File: src/rtl/motoro_pkg.sv
// Shared types and constants for the motoro301 UART transmitter.
// Holds the transmitter state encoding, the system clock rate and a divider helper.
package motoro_pkg;

    typedef enum logic [2:0] {
        IDLE   = 3'd0,
        START  = 3'd1,
        DATA   = 3'd2,
        PARITY = 3'd3,
        STOP   = 3'd4
    } uart_tx_state_t;

    localparam int MOTORO_CLK_HZ = 50_000_000;

    // Rounded clocks-per-bit for a given baud rate.
    function automatic int baud_div(input int clk_hz, input int baud);
        return (clk_hz + baud / 2) / baud;
    endfunction

endpackage

File: src/rtl/motoro_sync_fifo.sv
// Single-clock byte FIFO with occupancy count; read data is the head entry (show-ahead),
// so a pop and its data are used on the same edge.
module motoro_sync_fifo #(
    parameter int DEPTH = 16,
    parameter int WIDTH = 8
) (
    input  logic                     clk,
    input  logic                     rst_n,
    input  logic                     wr_en,
    input  logic [WIDTH-1:0]         wr_data,
    input  logic                     rd_en,
    output logic [WIDTH-1:0]         rd_data,
    output logic                     full,
    output logic                     empty,
    output logic [$clog2(DEPTH):0]   count
);

    localparam int AW = $clog2(DEPTH);

    logic [WIDTH-1:0] mem_q [DEPTH];
    logic [AW-1:0]    wr_ptr_q, wr_ptr_d;
    logic [AW-1:0]    rd_ptr_q, rd_ptr_d;
    logic [AW:0]      count_q, count_d;
    logic             wr_ok, rd_ok;

    assign full    = (count_q == (AW+1)'(DEPTH));
    assign empty   = (count_q == '0);
    assign count   = count_q;
    assign rd_data = mem_q[rd_ptr_q];

    // Full/empty come from the registered count, so a write into a full FIFO is
    // refused even when a pop happens on the same edge.
    assign wr_ok = wr_en & ~full;
    assign rd_ok = rd_en & ~empty;

    always_comb begin
        wr_ptr_d = wr_ok ? wr_ptr_q + AW'(1) : wr_ptr_q;
        rd_ptr_d = rd_ok ? rd_ptr_q + AW'(1) : rd_ptr_q;
        count_d  = count_q + (AW+1)'(wr_ok) - (AW+1)'(rd_ok);
    end

    always_ff @(posedge clk) begin
        if (wr_ok) begin
            mem_q[wr_ptr_q] <= wr_data;
        end
    end

    always_ff @(posedge clk or negedge rst_n) begin
        if (!rst_n) begin
            wr_ptr_q <= '0;
            rd_ptr_q <= '0;
            count_q  <= '0;
        end else begin
            wr_ptr_q <= wr_ptr_d;
            rd_ptr_q <= rd_ptr_d;
            count_q  <= count_d;
        end
    end

endmodule

File: src/rtl/motoro_uart_tx.sv
// FIFO-fed 8N1 RS-232 transmitter for the rs232_tx pin of motoro301.
// Define MOTORO_UART_PARITY_EN to insert an even-parity bit (8E1 frames).
module motoro_uart_tx
    import motoro_pkg::*;
#(
    parameter int BAUD_DIV   = baud_div(MOTORO_CLK_HZ, 115200),
    parameter int FIFO_DEPTH = 16
) (
    input  logic                          clk50mhz,
    input  logic                          nReset,
    input  logic                          wr_en,
    input  logic [7:0]                    wr_data,
    output logic                          full,
    output logic [$clog2(FIFO_DEPTH):0]   fifo_cnt,
    output logic                          busy,
    output logic                          ovf,
    output logic                          rs232_tx
);

    localparam int             BW        = $clog2(BAUD_DIV);
    localparam logic [BW-1:0]  BAUD_LAST = BW'(BAUD_DIV - 1);

    uart_tx_state_t state_q, state_d;
    logic [7:0]     shift_q, shift_d;
    logic [2:0]     bit_cnt_q, bit_cnt_d;
    logic [BW-1:0]  baud_q, baud_d;
    logic           tx_q, tx_d;
    logic           ovf_q, ovf_d;
    logic           pop, bit_end;
    logic           fifo_empty;
    logic [7:0]     fifo_rd_data;
`ifdef MOTORO_UART_PARITY_EN
    logic           parity_q, parity_d;
`endif

    motoro_sync_fifo #(
        .DEPTH (FIFO_DEPTH),
        .WIDTH (8)
    ) u_fifo (
        .clk     (clk50mhz),
        .rst_n   (nReset),
        .wr_en   (wr_en),
        .wr_data (wr_data),
        .rd_en   (pop),
        .rd_data (fifo_rd_data),
        .full    (full),
        .empty   (fifo_empty),
        .count   (fifo_cnt)
    );

    assign bit_end = (baud_q == '0);

    always_comb begin
        state_d   = state_q;
        shift_d   = shift_q;
        bit_cnt_d = bit_cnt_q;
        baud_d    = baud_q;
        pop       = 1'b0;

        if (state_q != IDLE) begin
            baud_d = bit_end ? BAUD_LAST : baud_q - BW'(1);
        end

        case (state_q)
            IDLE: begin
                if (!fifo_empty) begin
                    pop       = 1'b1;
                    shift_d   = fifo_rd_data;
                    bit_cnt_d = 3'd0;
                    baud_d    = BAUD_LAST;
                    state_d   = START;
                end
            end
            START: begin
                if (bit_end) state_d = DATA;
            end
            DATA: begin
                if (bit_end) begin
                    shift_d   = shift_q >> 1;
                    bit_cnt_d = bit_cnt_q + 3'd1;
                    if (bit_cnt_q == 3'd7) begin
`ifdef MOTORO_UART_PARITY_EN
                        state_d = PARITY;
`else
                        state_d = STOP;
`endif
                    end
                end
            end
`ifdef MOTORO_UART_PARITY_EN
            PARITY: begin
                if (bit_end) state_d = STOP;
            end
`endif
            STOP: begin
                // Chain straight into the next start bit when more bytes are queued.
                if (bit_end) begin
                    if (!fifo_empty) begin
                        pop       = 1'b1;
                        shift_d   = fifo_rd_data;
                        bit_cnt_d = 3'd0;
                        state_d   = START;
                    end else begin
                        state_d   = IDLE;
                    end
                end
            end
            default: state_d = IDLE;
        endcase
    end

`ifdef MOTORO_UART_PARITY_EN
    assign parity_d = pop ? ^fifo_rd_data : parity_q;
`endif

    // Line level follows the state being entered, so it changes on the same edge.
    always_comb begin
        tx_d = 1'b1;
        case (state_d)
            START:  tx_d = 1'b0;
            DATA:   tx_d = shift_d[0];
`ifdef MOTORO_UART_PARITY_EN
            PARITY: tx_d = parity_d;
`endif
            default: tx_d = 1'b1;
        endcase
    end

    assign ovf_d = ovf_q | (wr_en & full);

    always_ff @(posedge clk50mhz or negedge nReset) begin
        if (!nReset) begin
            state_q   <= IDLE;
            shift_q   <= '0;
            bit_cnt_q <= '0;
            baud_q    <= '0;
            tx_q      <= 1'b1;
            ovf_q     <= 1'b0;
`ifdef MOTORO_UART_PARITY_EN
            parity_q  <= 1'b0;
`endif
        end else begin
            state_q   <= state_d;
            shift_q   <= shift_d;
            bit_cnt_q <= bit_cnt_d;
            baud_q    <= baud_d;
            tx_q      <= tx_d;
            ovf_q     <= ovf_d;
`ifdef MOTORO_UART_PARITY_EN
            parity_q  <= parity_d;
`endif
        end
    end

    assign rs232_tx = tx_q;
    assign ovf      = ovf_q;
    assign busy     = (state_q != IDLE) | (fifo_cnt != '0);

endmodule

File: config.mk
export PLATFORM = sky130hd
export DESIGN_NAME = motoro_uart_tx
export DESIGN_NICKNAME = d
export VERILOG_FILES = /design/src/rtl/motoro_pkg.sv /design/src/rtl/motoro_sync_fifo.sv /design/src/rtl/motoro_uart_tx.sv
export SDC_FILE = /design/constraint.sdc
export NUM_CORES = 1
export LEC_CHECK = 0
export ABC_AREA = 1
export ABC_CLOCK_PERIOD_IN_PS = 2900
export CAP_MARGIN = 5
export CORE_MARGIN = 3
export CORE_UTILIZATION = 40
export DETAILED_ROUTE_END_ITERATION = 12
export PLACE_DENSITY = 0.68
export SYNTH_ARGS = -nofsm -noshare
export SYNTH_HDL_FRONTEND = slang
export SYNTH_HIERARCHICAL = 1
export SYNTH_SLANG_ARGS = --single-unit
File: constraint.sdc
create_clock -name clk50mhz -period 2.9 [get_ports clk50mhz]
set_input_delay 0.58 -clock clk50mhz [delete_from_list [all_inputs] [get_ports clk50mhz]]
set_output_delay 0.58 -clock clk50mhz [all_outputs]
set_load 0.05 [all_outputs]
==> Word-level counts from Yosys, hierarchy flattened <==
Memory sizes are Yosys's and may differ from the RTL's.
Cells that the tools add are included.
W data, S select, Z words.
{ "totals": {"regBits": 38, "mem_count": 1, "word_cells": 65, "out_inout_bits": 9, "mem_bits_rw": 128, "inputBits": 11} }
{ "op_classes": {"bitwise": 7, "n_eq_ne": 9, "n_addsub": 6, "mux": 25, "n_reduce_logical": 7} }
{ "mem_list": {"columns": ["name", "depth", "word_bits", "rd", "rd_clocked_by_memory_dff", "wr", "line", "text"], "rows": [
  ["u_fifo.mem_q", 16, 8, 1, 0, 1, "motoro_sync_fifo.sv:20", "logic [WIDTH-1:0] mem_q [DEPTH];"]
]} }
{ "op_table": {"columns": ["cell", "n"], "rows": [
  ["$mux W9", 4],
  ["$mux W3", 8],
  ["$mux W8", 3],
  ["$pmux W8 S3", 1],
  ["$pmux W3 S4", 1],
  ["$logic_not A9 Y1", 1],
  ["$pmux W3 S3", 1],
  ["$sub A9 B1 Y9 const B", 1],
  ["$add A4 B1 Y4 const B", 2],
  ["$eq A3 B1 Y1 const B", 2],
  ["$eq A3 B2 Y1 const B", 2],
  ["$eq A3 B3 Y1 const B", 2],
  ["$reduce_bool A3 Y1", 2],
  ["$add A5 B1 Y5", 1],
  ["$eq A5 B5 Y1 const B", 1],
  ["$logic_not A5 Y1", 1],
  ["$mux W1", 5],
  ["$reduce_bool A5 Y1", 1],
  ["$sub A5 B1 Y5", 1],
  ["$ne A2 B2 Y1 const B", 2],
  ["$pmux W1 S2", 2],
  ["$add A3 B1 Y3 const B", 1],
  ["$and A1 B1 Y1", 3],
  ["$logic_not A3 Y1", 1],
  ["3 further kinds", 5]
]} }

==> Depth between registers and ports, before layout <==
Gate-level depths: netlist (run 1).
{ "logic_depth": {"depth_word": 6, "ltp_mapped": 16, "mapped_depth_nobuf": 16} }

==> Cells and area by module <==
The synthesis (run 1) kept the hierarchy.
{ "by_module_without_submodules": {"columns": ["mod", "cells_per_inst", "n_inst", "area_per_inst_um2", "seq_area_each_um2"], "rows": [
  ["motoro_sync_fifo", 600, 1, 6184.7, 4169.0],
  ["motoro_uart_tx", 164, 1, 1400.1, 626.9]
]} }

==> Worst setup path before layout (run 1) <==
Ideal clock, no wire load.
{ "synth_path": {"path_kind": "reg-to-reg", "from": "reg u_fifo.count_q[3] (netlist: u_fifo/count[3])", "to": "reg u_fifo.count_q[4] (netlist: u_fifo/count[4])", "path_slack_ns": -0.104, "n_path_buf": 0, "setup_ns": 0.127, "required_ns": 2.773, "stages_incl_launch_ff": 17, "period_less_slack_ns": 3.004, "t_arrival_ns": 2.877, "cell_sequence": "dfrtp_1 > inv_1 > ha_1 > nand4_1 > inv_1 > inv_1 > nand3_2 > o21ai_4 > nand2_1 > inv_1 > ha_1 > inv_1 > ha_1 > fa_1 > nand3_1 > nand2_1 > xor2_1"} }
{ "synth_via": {"elab_chain_len": 6, "word_cells_on_any_way": 11, "cone_classes": "2 x add/sub; 1 x eq/ne; 3 x mux; 4 x bitwise; 1 x reduce/logical"} }
{ "synth_rtl": {"columns": ["element", "line", "text"], "rows": [
  ["start, declared", "motoro_sync_fifo.sv:23", "logic [AW:0] count_q, count_d;"],
  ["start signal, assigned", "motoro_sync_fifo.sv:56", "count_q <= count_d;"],
  ["$logic_not A5 Y1 (*)", "motoro_sync_fifo.sv:27", "assign empty = (count_q == '0);"],
  ["named net fifo_empty", "motoro_uart_tx.sv:30", "logic fifo_empty;"],
  ["$mux W1 (*)", "motoro_uart_tx.sv:66, motoro_uart_tx.sv:98", null],
  ["$mux W1", "motoro_uart_tx.sv:97", "if (bit_end) begin"],
  ["$pmux W1 S2 (*)", "motoro_uart_tx.sv:64", "case (state_q)"],
  ["named net pop", "motoro_uart_tx.sv:29", "logic pop, bit_end;"],
  ["$and A1 B1 Y1 (*)", "motoro_sync_fifo.sv:34", "assign rd_ok = rd_en & ~empty;"],
  ["named net u_fifo.rd_ok", "motoro_sync_fifo.sv:24", "logic wr_ok, rd_ok;"],
  ["$sub A5 B1 Y5 (*)", "motoro_sync_fifo.sv:39", "count_d = count_q + (AW+1)'(wr_ok) - (AW+1)'(rd_ok);"],
  ["named net u_fifo.count_d[4]", "motoro_sync_fifo.sv:23", null]
]} }
The timed path passes the listed nets; every way through them passes the cells marked *.
A chain may end at the register's enable or synchronous reset.

==> Worst setup path after layout (run 1) <==
{ "layout_path": {"from": "reg u_fifo.count_q[2] (netlist: u_fifo/count[2])", "to": "out full"} }
{ "layout_via": {"elab_chain_len": 1} }
{ "layout_rtl": {"columns": ["element", "line", "text"], "rows": [
  ["$eq A5 B5 Y1", "motoro_sync_fifo.sv:26", "assign full = (count_q == (AW+1)'(DEPTH));"],
  ["end, declared", "motoro_uart_tx.sv:13", "output logic full,"]
]} }
No other way between the ends.

==> metrics.csv, run 1 <==
metric,value,unit
worst_slack,0.157,ns
maxCapViolations,0,
crit_path_max_fanout,4,
period_minus_slack,2.74,ns
syn-instance-count,764,
synth_top_area_cell,edfxtp_1,
die_h,144,um
syn-num-nets,790,
power_frac_seq,0.467,
grt_pass1_wl,25500,um
multi_input_area,2340,sq um
switchingPower,1.84,mW
synth.avg_cell_area,9.93,sq um
fmax,365,MHz
p_leak,3.83,nW
clockRootBuffer,clkbuf_16,
place.gp.congestion,0.832,
hold_buffers,0,
dp_cells,1015,
dpl-instance-area,8140,sq um
nNetsFinal,832,
diodes,0,
finalCritPeriodShare,0.946,
drive_above_1_share,0.121,
worst_pin_slew,0.866,ns
drt_first_pass_iters,4,
fin_worst_skew,0.0146,ns
synthArstFlopShare,0.229,
power,6.24,mW
critPathKind,flop to output pin,
hold_violations,0,
drv_slew,0,
internal_power,4.40,mW
grt_max_degree,82,
start_util,0.415,
holdWs,0.258,ns
critPathLaunchType,flop,
via_per_inst,4.80,
synth_cell_type_count,34,
clkPwrFrac,0.375,
ys_top_cells_by_area,"edfxtp_1 (51%), nand2_1 (13%), dfrtp_1 (12%)",
numPortBuffers,19,
final_core_util,0.481,
synth_top_cell_area_share,0.507,
synthFlopType,edfxtp_1,
postRouteAntennaNets,0,
synth_edf_count,128,
netlist_area,7580,sq um
required,2.32,ns
vias,5028,
final.setup.tns,0,ns
core,18300,sq um
power_density,710,nW/um^2
crit_path_end_kind,output pin,
clk_latency,0.43,ns
seqCellArea,4800,sq um
routed_wirelength,15400,um
holdCritPathClass,primary input to async pin,
grt_pass1_vias,4845,
drt_iter0_markers,391,
overflow,0,
row_count,49,
ys_ff_latch,166,
htreeDepth,4,
num-fill-cells,1664,
ir_drop,0.000429,V
switching_share,0.295,
antenna_found_initial,0,
instances_no_fill,1048,
maxSlewHeadroom,0.423,
cp.arrival,2.16,ns
die_w,144,um
cts_tree,done,
p_comb_frac,0.159,
outcome,completed,
grt_util_all_layers,0.160,
drc,0,
pre_cts_slack,0.0517,ns
syn_to_final_growth,15.9,%
cts_buffer_depth,2,
cts.sink_count,166,
path_clk_slew,0.08,ns
fin_area,8790,sq um
setup_viol,0,
boundaryPins,20,
ys_seq_area_frac,0.632,
r2r_setup_slack,0.22,ns
wl_per_cell,14.7,um
die-area,20600,sq um
yosysWarnings,6,
cts_buffers,17,
dp_hpwl,9970,um
[routing by layer]
layer | up-vias | global-route usage | wire length (um)
met5 | - | 0 | 0
met4 | 0 | 0.0461 | 238
met3 | 11 | 0.0353 | 608
met2 | 97 | 0.255 | 7410
met1 | 2372 | 0.222 | 7150
li1 | 2548 | - | -
[timing repair]
| action | in CTS | in global routing |
|---|---|---|
| gates resized for setup | 0 | 4 |
| endpoints found under the setup margin | 0 | 2 |
| buffers inserted | 0 | 1 |
[cell usage in the layout (no fill, tap or decap), types with 10 or more instances in the layout]
cell type and instances:
nand2_1 263, edfxtp_1 128, nor2_1 79, inv_1 79, nand3_1 62, dfrtp_1 33
buf_4 23, clkdlybuf4s50_1 18, clkbuf_16 17, ha_1 14, a21oi_1 10
[power by group through the flow]
stage	sequential [mW]	combinational, mW	clock, mW
4_1_cts	2.91	1.00	2.37
6_report	2.91	0.991	2.34
2_1_floorplan	3.10	0.496	0
5_1_grt	2.94	1.11	2.50
3_3_place_gp	2.96	0.984	0
3_5_place_dp	2.96	0.996	0
[path summary, 6_finish.rpt]
path | startpoint | endpoint | cells past startpoint
hold reg to reg | ovf$_DFF_PN0_ | ovf$_DFF_PN0_ | 1
hold / removal | nReset | baud_q[5]$_DFF_PN0_ | 1
max in group asynchronous | nReset | u_fifo/rd_ptr_q[0]$_DFFE_PN0P_ | 1
min in group clk50mhz | ovf$_DFF_PN0_ | ovf$_DFF_PN0_ | 1
setup / recovery | u_fifo/count[2]$_DFF_PN0_ | full | 5
setup reg to reg | u_fifo/count[2]$_DFF_PN0_ | u_fifo/count[4]$_DFF_PN0_ | 16
[kinds of logic (layout without fill, tap and decap cells)]
family,after synthesis,after routing,synth area share
simple gates,433,433,0.243
flops,166,166,0.632
buf+inv,109,164,0.0599
compound gates,29,29,0.0249
fa+ha+maj,15,15,0.0257
xor+xnor,12,12,0.0139
[state kept, by name (all words and copies together), names as in the netlist]
register and cells:
u_fifo/count 5, baud_q 9, state_q 3, shift_q 8, u_fifo/rd_ptr_q 4, bit_cnt_q 3, u_fifo/wr_ptr_q 4, rs232_tx 1
u_fifo/mem_q 128, ovf 1
[critical path: stages (launching register included)]
cell	delay, ns
dfrtp_2	0.42
inv_1	0.09
ha_1	0.17
nand4_1	0.16
inv_1	0.11
clkdlybuf4s50_1	0.80
[layout make-up]
cell class | instances | share of cell area
clock buffer | 17 | 0.0484
clock inverter | 15 | 0.0231
inverter | 88 | 0.0376
multi-input combinational | 489 | 0.267
sequential | 166 | 0.546
tap | 229 | 0.0326
timing repair buffer | 44 | 0.0453
[Yosys cell counts (5+ instances only)]
master,instances
xor2_1,9
nand2_1,264
inv_2,8
a21oi_1,10
dfrtp_1,37
o21ai_0,8
ha_1,14
inv_1,80
o21ai_1,5
buf_2,12
nand3_1,62
nor2_1,79
nand2_2,5
edfxtp_1,128
No activity file was read; power rests on OpenSTA's default activity.
==> run 2, diff against run 1 <==
CAP_MARGIN = 25   (was 5)
==> results of run 2 <==
The final DEF is identical to that of run 1; final timing and power are the same.
